===== config.mk =====
export PLATFORM = sky130hd
export DESIGN_NAME = uart_rx_ctrl
export DESIGN_NICKNAME = d
export VERILOG_FILES = /design/src/rtl/uart_rx_ctrl.sv
export SDC_FILE = /design/constraint.sdc
export NUM_CORES = 1
export LEC_CHECK = 0
export ABC_AREA = 0
export CAP_MARGIN = 20
export CORE_ASPECT_RATIO = 1.4
export CORE_MARGIN = 10
export CORE_UTILIZATION = 35
export DETAILED_ROUTE_END_ITERATION = 8
export SLEW_MARGIN = 20
export SYNTH_ARGS = -nofsm -noshare
export SYNTH_HDL_FRONTEND = slang
export SYNTH_SLANG_ARGS = --single-unit

===== constraint.sdc =====
create_clock -name clk -period 3 [get_ports clk]
set_input_delay 0.45 -clock clk [delete_from_list [all_inputs] [get_ports clk]]
set_output_delay 0.45 -clock clk [all_outputs]
set_load 0.02 [all_outputs]

===== src/rtl/uart_rx_ctrl.sv =====
// UART receive frame controller: sequences start, data, parity and stop bits.
// Define UART_RX_ERR_CNT_EN to build the saturating frame-error counter.
module uart_rx_ctrl #(
    parameter int DATA_WIDTH = 8,
    parameter int PRESC_W    = 6
) (
    input  logic               clk,
    input  logic               rst,
    input  logic               rx_in,
    input  logic [PRESC_W-1:0] prescale,
    input  logic               par_en,
    input  logic               sampled_bit,
    input  logic               par_err,
    output logic [PRESC_W-1:0] edge_cnt,
    output logic [3:0]         bit_cnt,
    output logic               dat_samp_en,
    output logic               deser_en,
    output logic               par_chk_en,
    output logic               data_valid,
    output logic               strt_glitch,
    output logic               stp_err,
    output logic [7:0]         err_cnt
);

    typedef enum logic [2:0] {
        IDLE, START, DATA, PARITY, STOP, CHECK
    } state_e;

    localparam logic [PRESC_W-1:0] ONE   = PRESC_W'(1);
    localparam logic [PRESC_W-1:0] TWO   = PRESC_W'(2);
    localparam logic [PRESC_W-1:0] THREE = PRESC_W'(3);
    localparam logic [3:0]         LAST  = 4'(DATA_WIDTH);

    state_e             state_q;
    logic [PRESC_W-1:0] p_q;
    logic [PRESC_W-1:0] edge_q;
    logic [3:0]         bit_q;
    logic               err_q;
    logic               samp_q;
    logic               deser_q;
    logic               pchk_q;
    logic               dv_q;
    logic               glitch_q;
    logic               stp_q;
    logic               bit_end;
    logic               bit_pre;
    logic               pchk_pre;

    assign bit_end  = (edge_q == p_q - ONE);
    assign bit_pre  = (edge_q == p_q - TWO);
    assign pchk_pre = (edge_q == p_q - THREE);

    // Strobes are decided one clock early so the registered pulse lines up
    // with the last clock of the bit (edge_cnt == P-1).
    always_ff @(posedge clk or negedge rst) begin
        if (!rst) begin
            state_q  <= IDLE;
            p_q      <= '0;
            edge_q   <= '0;
            bit_q    <= '0;
            err_q    <= 1'b0;
            samp_q   <= 1'b0;
            deser_q  <= 1'b0;
            pchk_q   <= 1'b0;
            dv_q     <= 1'b0;
            glitch_q <= 1'b0;
            stp_q    <= 1'b0;
        end else begin
            deser_q  <= 1'b0;
            pchk_q   <= 1'b0;
            dv_q     <= 1'b0;
            glitch_q <= 1'b0;
            stp_q    <= 1'b0;
            if (state_q inside {START, DATA, PARITY, STOP}) begin
                if (bit_end) begin
                    edge_q <= '0;
                    bit_q  <= bit_q + 4'd1;
                end else begin
                    edge_q <= edge_q + ONE;
                end
            end
            unique case (state_q)
                IDLE: begin
                    if (!rx_in) begin
                        state_q <= START;
                        p_q     <= prescale;
                        edge_q  <= '0;
                        bit_q   <= '0;
                        err_q   <= 1'b0;
                        samp_q  <= 1'b1;
                    end
                end
                START: begin
                    if (bit_pre) glitch_q <= sampled_bit;
                    if (bit_end) begin
                        if (glitch_q) begin
                            state_q <= IDLE;
                            samp_q  <= 1'b0;
                            bit_q   <= '0;
                        end else begin
                            state_q <= DATA;
                        end
                    end
                end
                DATA: begin
                    if (bit_pre) deser_q <= 1'b1;
                    if (bit_end && bit_q == LAST)
                        state_q <= par_en ? PARITY : STOP;
                end
                PARITY: begin
                    if (pchk_pre) pchk_q <= 1'b1;
                    if (bit_end) begin
                        err_q   <= err_q | par_err;
                        state_q <= STOP;
                    end
                end
                STOP: begin
                    if (bit_pre && !sampled_bit) begin
                        stp_q <= 1'b1;
                        err_q <= 1'b1;
                    end
                    if (bit_end) begin
                        state_q <= CHECK;
                        samp_q  <= 1'b0;
                        dv_q    <= !err_q;
                        bit_q   <= '0;
                    end
                end
                CHECK: begin
                    if (!rx_in) begin
                        state_q <= START;
                        p_q     <= prescale;
                        edge_q  <= '0;
                        bit_q   <= '0;
                        err_q   <= 1'b0;
                        samp_q  <= 1'b1;
                    end else begin
                        state_q <= IDLE;
                    end
                end
                default: state_q <= IDLE;
            endcase
        end
    end

`ifdef UART_RX_ERR_CNT_EN
    logic [7:0] err_cnt_q;

    // A glitch ends its frame in START; other errors are counted in CHECK.
    always_ff @(posedge clk or negedge rst) begin
        if (!rst) begin
            err_cnt_q <= '0;
        end else if ((glitch_q || (state_q == CHECK && err_q)) &&
                     err_cnt_q != 8'hFF) begin
            err_cnt_q <= err_cnt_q + 8'd1;
        end
    end

    assign err_cnt = err_cnt_q;
`else
    assign err_cnt = '0;
`endif

    assign edge_cnt    = edge_q;
    assign bit_cnt     = bit_q;
    assign dat_samp_en = samp_q;
    assign deser_en    = deser_q;
    assign par_chk_en  = pchk_q;
    assign data_valid  = dv_q;
    assign strt_glitch = glitch_q;
    assign stp_err     = stp_q;

endmodule

* Yosys cells after proc, flatten, opt, wreduce, memory -nomap -nowiden
Index checks and enable logic that the tools add are counted.
** Word-level totals
- Flip-flop bits (word level) :: 26
- Input port bits :: 12
- Output and inout bits :: 24
- Logic and storage cells :: 87
** Cells by class
- Add/sub/neg operators :: 5
- Equality and inequality tests :: 17
- Multiplexer cells :: 39
- Bitwise gates (word level) :: 2
- Reductions and logical operators :: 13
** Operators with widths (count)
- 4-bit 2-to-1 mux :: 6
- 6-bit 2-to-1 mux :: 4
- 6-bit == test :: 3
- 1-bit 2-to-1 mux :: 18
- 3-bit 2-to-1 mux :: 6
- 3-bit case mux with 6 select lines :: 1
- 2-bit != test (second input constant) :: 6
- 4-bit case mux with 3 select lines :: 1
- 6-bit by 2-bit subtractor with 6-bit output (second input constant) :: 2
- 5-bit AND reduction :: 2
- 6-bit by 1-bit adder with 6-bit output (second input constant) :: 1
- 3-bit by 2-bit == test with 1-bit output (second input constant) :: 2
- 3-bit == test (second input constant) :: 2
- 1-bit case mux with 3 select lines :: 2
- 3-bit nonzero test :: 2
- 6-bit by 1-bit subtractor with 6-bit output (second input constant) :: 1
- 4-bit by 1-bit adder with 4-bit output (second input constant) :: 1
- 4-bit == test (second input constant) :: 1
- 2-bit by 1-bit != test with 1-bit output (second input constant) :: 2
- 4-bit AND reduction :: 1
- 4-bit nonzero test :: 1
- 3-bit by 1-bit == test with 1-bit output (second input constant) :: 1
- 3-bit logical NOT :: 1
- 1-bit logical AND :: 2
- other kinds (6) :: 7

* Logic depth before layout (Yosys ltp)
- Depth after elaboration :: 7
- Depth in mapped cells :: 10

* Worst setup path before layout
No wires, ideal clock.
- Path kind :: register to register
- From :: register p_q[2]
- To :: register err_q
- Library setup time :: 0.128 ns
- Data arrival time :: 2.381 ns
- Data required time :: 2.872 ns
- Slack :: 0.491 ns
- Stages on the path, launching flop included :: 11
- Path buffers :: 2
- Clock period less this slack :: 2.509 ns
- Path through :: dfrtp_1 > clkbuf_1 > inv_1 > ha_1 > a21boi_2 > a21o_2 > a2111oi_4 > nand2_2 > buf_6 > a32oi_1 > mux2_1
** On the way
- Cells in the longest elaborated chain, start to end :: 5
- Elaborated cells on any way between the ends :: 8
** Ends and longest elaborated chain
- from (decl) :: RTL line 35 : logic [PRESC_W-1:0] p_q;
- from (signal assigned) :: RTL line 86 : p_q <= prescale;
- from (signal assigned) :: RTL line 132 : p_q <= prescale;
- 6-bit by 2-bit subtractor with 6-bit output :: RTL line 50 : assign bit_pre = (edge_q == p_q - TWO);
- 6-bit == test :: RTL line 50
- 1-bit logical AND :: RTL line 118 : if (bit_pre && !sampled_bit) begin
- 2-bit by 1-bit != test with 1-bit output (no line)
- 4-bit AND reduction (no line) (*)
- to (signal assigned) :: RTL line 113 : err_q <= err_q | par_err;
- to (decl) :: RTL line 38 : logic err_q;
Every way passes the cells marked *; elsewhere a longest branch is shown, timed or not.
A chain may end at the register's enable or synchronous reset.

* Final worst setup path
Ends and elaborated chain as after synthesis.

==> results.yml <==
power_and_ir_drop:
  p_leak_nw: 0.913
  internal-power_mw: 1.12
  p_per_area_nw_per_um2: 969
  pwr-share-seq_pct: 32.5
  comb_power_share_pct: 56.8
  swShare_pct: 46.7
  p_clk_share_pct: 10.7
  switchingPower_mw: 0.981
  ir_drop_mv: 0.247
  power_mw: 2.10
drt:
  drtAntennaViolNets: 0
  wl_met2_microns: 2150
  wl_met1_microns: 1680
  drt-pass1-iter-count: 4
  drt-vias-per-instance: 5.02
  wire_per_inst_microns: 14.4
  met3_length_microns: 214
  vias: 1437
  wirelength_microns: 4110
  drtIter0Drc: 60
  drc: 0
  routed.top_layer: "met4"
die:
  ioPinCount: 36
  rows: 31
  initial_core_util_pct: 35.7
  die-area_sq_um: 8550
  die_w_microns: 81.0
  core_area_sq_um: 5120
  die_y_microns: 105
cts:
  clockBufferDepth: 2
  numCtsBuffers: 3
  clkTransAtPathRegs_ns: 0.09
  cts.sinks: 26
  ctsResizeCount: 0
  cts_tree: "yes"
  cts_hold_buffers: 0
  clk_latency_ns: 0.27
  root_buffer: "clkbuf_8"
  cts_setup_buffers: 0
  htreeDepth: 1
timing:
  rsz0062_at_grt: "no"
  skew_ns: 0.00176
  setup_viol: 0
  final.min_clock_period_ns: 2.66
  finalCritPeriodShare_pct: 88.8
  fin_ws_ns: 0.337
  hold_viol: 0
  max_slew.worst_pin.slew_ns: 0.503
  tns_ns: 0
  max_freq_ghz: 0.376
  slew_headroom_pct: 66.5
  slew_violations: 0
global_route:
  overflow: 0
  grt_pass1_vias: 1543
  antenna_found_initial: 0
  grt_max_degree: 27
  grt_first_pass_wirelength_microns: 7170
  grt_usage_pct: 10.1
yosys:
  synthFlopType: "dfrtp_1"
  yosysTopAreaCell: "dfrtp_1"
  synth_area_leaders: "dfrtp_1 36%, ha_1 5.5%, xnor2_1 4.8%, xor2_1 3.8%, mux2_2 3.7%"
  yosysTopAreaCellShare_pct: 35.6
  ys_types: 52
  synthArstFlopShare_pct: 100
  ys_ff_latch: 26
  syn-mean-instance-area_sq_um: 9.22
  synth_edf_count: 0
  netlist_instances: 198
  syn_area_sq_um: 1830
  yosysWarnings: 0
  yosysSeqAreaShare_pct: 35.6
layout:
  nets: 241
  final_cells: 286
  regArea_sq_um: 651
  fillers: 525
  mostFrequentLayoutCells: "27 x clkdlybuf4s50_1, 26 x dfrtp_1, 16 x nand2_1"
  final_common_cell: "clkdlybuf4s50_1"
  drive_gt1_share_pct: 8.64
  multi_input_area_sq_um: 1060
  antenna_cells: 0
  area_delta_synth_final_pct: 18.8
worst_setup_path:
  start_kind: "register"
  rr_startpoint: "p_q[2]"
  critPathMaxFanout: 11
  critPathCaptureType: "register"
  r2r_slack_ns: 0.34
  cp.required_ns: 3.16
  arrival_ns: 2.82
  crit_start: "p_q[2]"
  criticalPathCategory: "reg2reg"
placed_design:
  globalplace.congestion: 0.879
  placedCellCount: 282
  hpwl_microns: 3250
  port-buffer-count: 27
  preCtsSetupSlack_ns: 0.367
hold_path:
  worstHoldPathType: "reg2reg"
  hp-start: "err_q"
status:
  outcome: "finished clean"
flow_run:
  maxCapViolCount: 0
==> cells in the mapped netlist, types with 2 or more instances <==
| library cell | n |
|---|---|
| or3_1 | 2 |
| nand4_1 | 4 |
| nor2_1 | 15 |
| nand2_1 | 16 |
| nor4b_1 | 2 |
| nand3_1 | 5 |
| a41oi_1 | 2 |
| a21oi_1 | 10 |
| inv_1 | 10 |
| o22ai_1 | 3 |
| o211a_1 | 2 |
| xor2_1 | 8 |
| clkbuf_1 | 9 |
| o31ai_1 | 2 |
| o21ai_0 | 6 |
| nor2b_1 | 2 |
| mux2_2 | 6 |
| a31oi_1 | 4 |
| ha_1 | 8 |
| dfrtp_1 | 26 |
| nand2b_1 | 6 |
| xnor2_1 | 10 |
| buf_4 | 8 |
| nor3_1 | 4 |
==> routing by layer <==
layer / vias up / global-route usage, %
li1: 726 / -
met1: 679 / 11.4
met2: 28 / 18.0
met5: - / 0
met4: 0 / 4.09
met3: 4 / 1.87
==> state kept, by name, indices dropped and copies added, names as in the netlist <==
signal,count
bit_cnt,4
par_chk_en,1
state_q,3
p_q,6
strt_glitch,1
deser_en,1
data_valid,1
stp_err,1
edge_cnt,6
dat_samp_en,1
err_q,1
==> through the flow <==
step           util [%]  area, sq um  hold slack, ns
2_1_floorplan         -         1850           0.154
3_3_place_gp       41.3         2110           0.464
3_5_place_dp       41.3         2110           0.483
4_1_cts            42.4         2170           0.494
5_1_grt            42.4         2170           0.510
6_report           42.4         2170           0.485
==> critical path: stages, from the launching register on <==
cell and delay (ns):
dfrtp_1 0.46, inv_1 0.19, ha_1 0.23, a21boi_2 0.25, nand3_2 0.11, a2111oi_4 0.48, nand2_2 0.22, a32oi_1 0.27
mux2_1 0.34
==> area by class of cell <==
type                            instances  share of cell area, %
Clock buffer                            4                   2.54
Inverter                               10                   1.73
Multi-Input combinational cell        151                   48.8
Sequential cell                        26                   30.0
Tap cell                               66                   3.81
Timing Repair Buffer                   29                   13.1
==> path summary, 6_finish.rpt <==
check / endpoint / depth (start not counted)
min in group asynchronous: bit_cnt[1] / 2
setup / recovery: err_q / 8
hold reg to reg: data_valid / 1
setup reg to reg: err_q / 8
max in group asynchronous: par_chk_en / 2
hold / removal: data_valid / 1
==> power groups by stage <==
stage          sequential (mW)  combinational, mW  clock [mW]
2_1_floorplan            0.618              0.968           0
3_3_place_gp             0.693               1.19           0
3_5_place_dp             0.692               1.20           0
4_1_cts                  0.685               1.21       0.234
5_1_grt                  0.711               1.35       0.245
6_report                 0.684               1.19       0.224
==> cells by family (layout without fill, tap and decap cells) <==
family | after synthesis | count (layout) | share of synthesized area (%)
AND/OR/NAND/NOR | 65 | 65 | 18.4
AO/OA/AOI/OAI | 43 | 43 | 18.1
flip-flops | 26 | 26 | 35.6
other | 1 | 8 | 0.205
buffers and inverters | 28 | 43 | 7.81
adder cells (fa/ha/maj) | 8 | 8 | 5.48
XOR/XNOR | 19 | 19 | 9.53
multiplexers | 8 | 8 | 4.87
No activity file was read; power rests on OpenSTA's default activity.
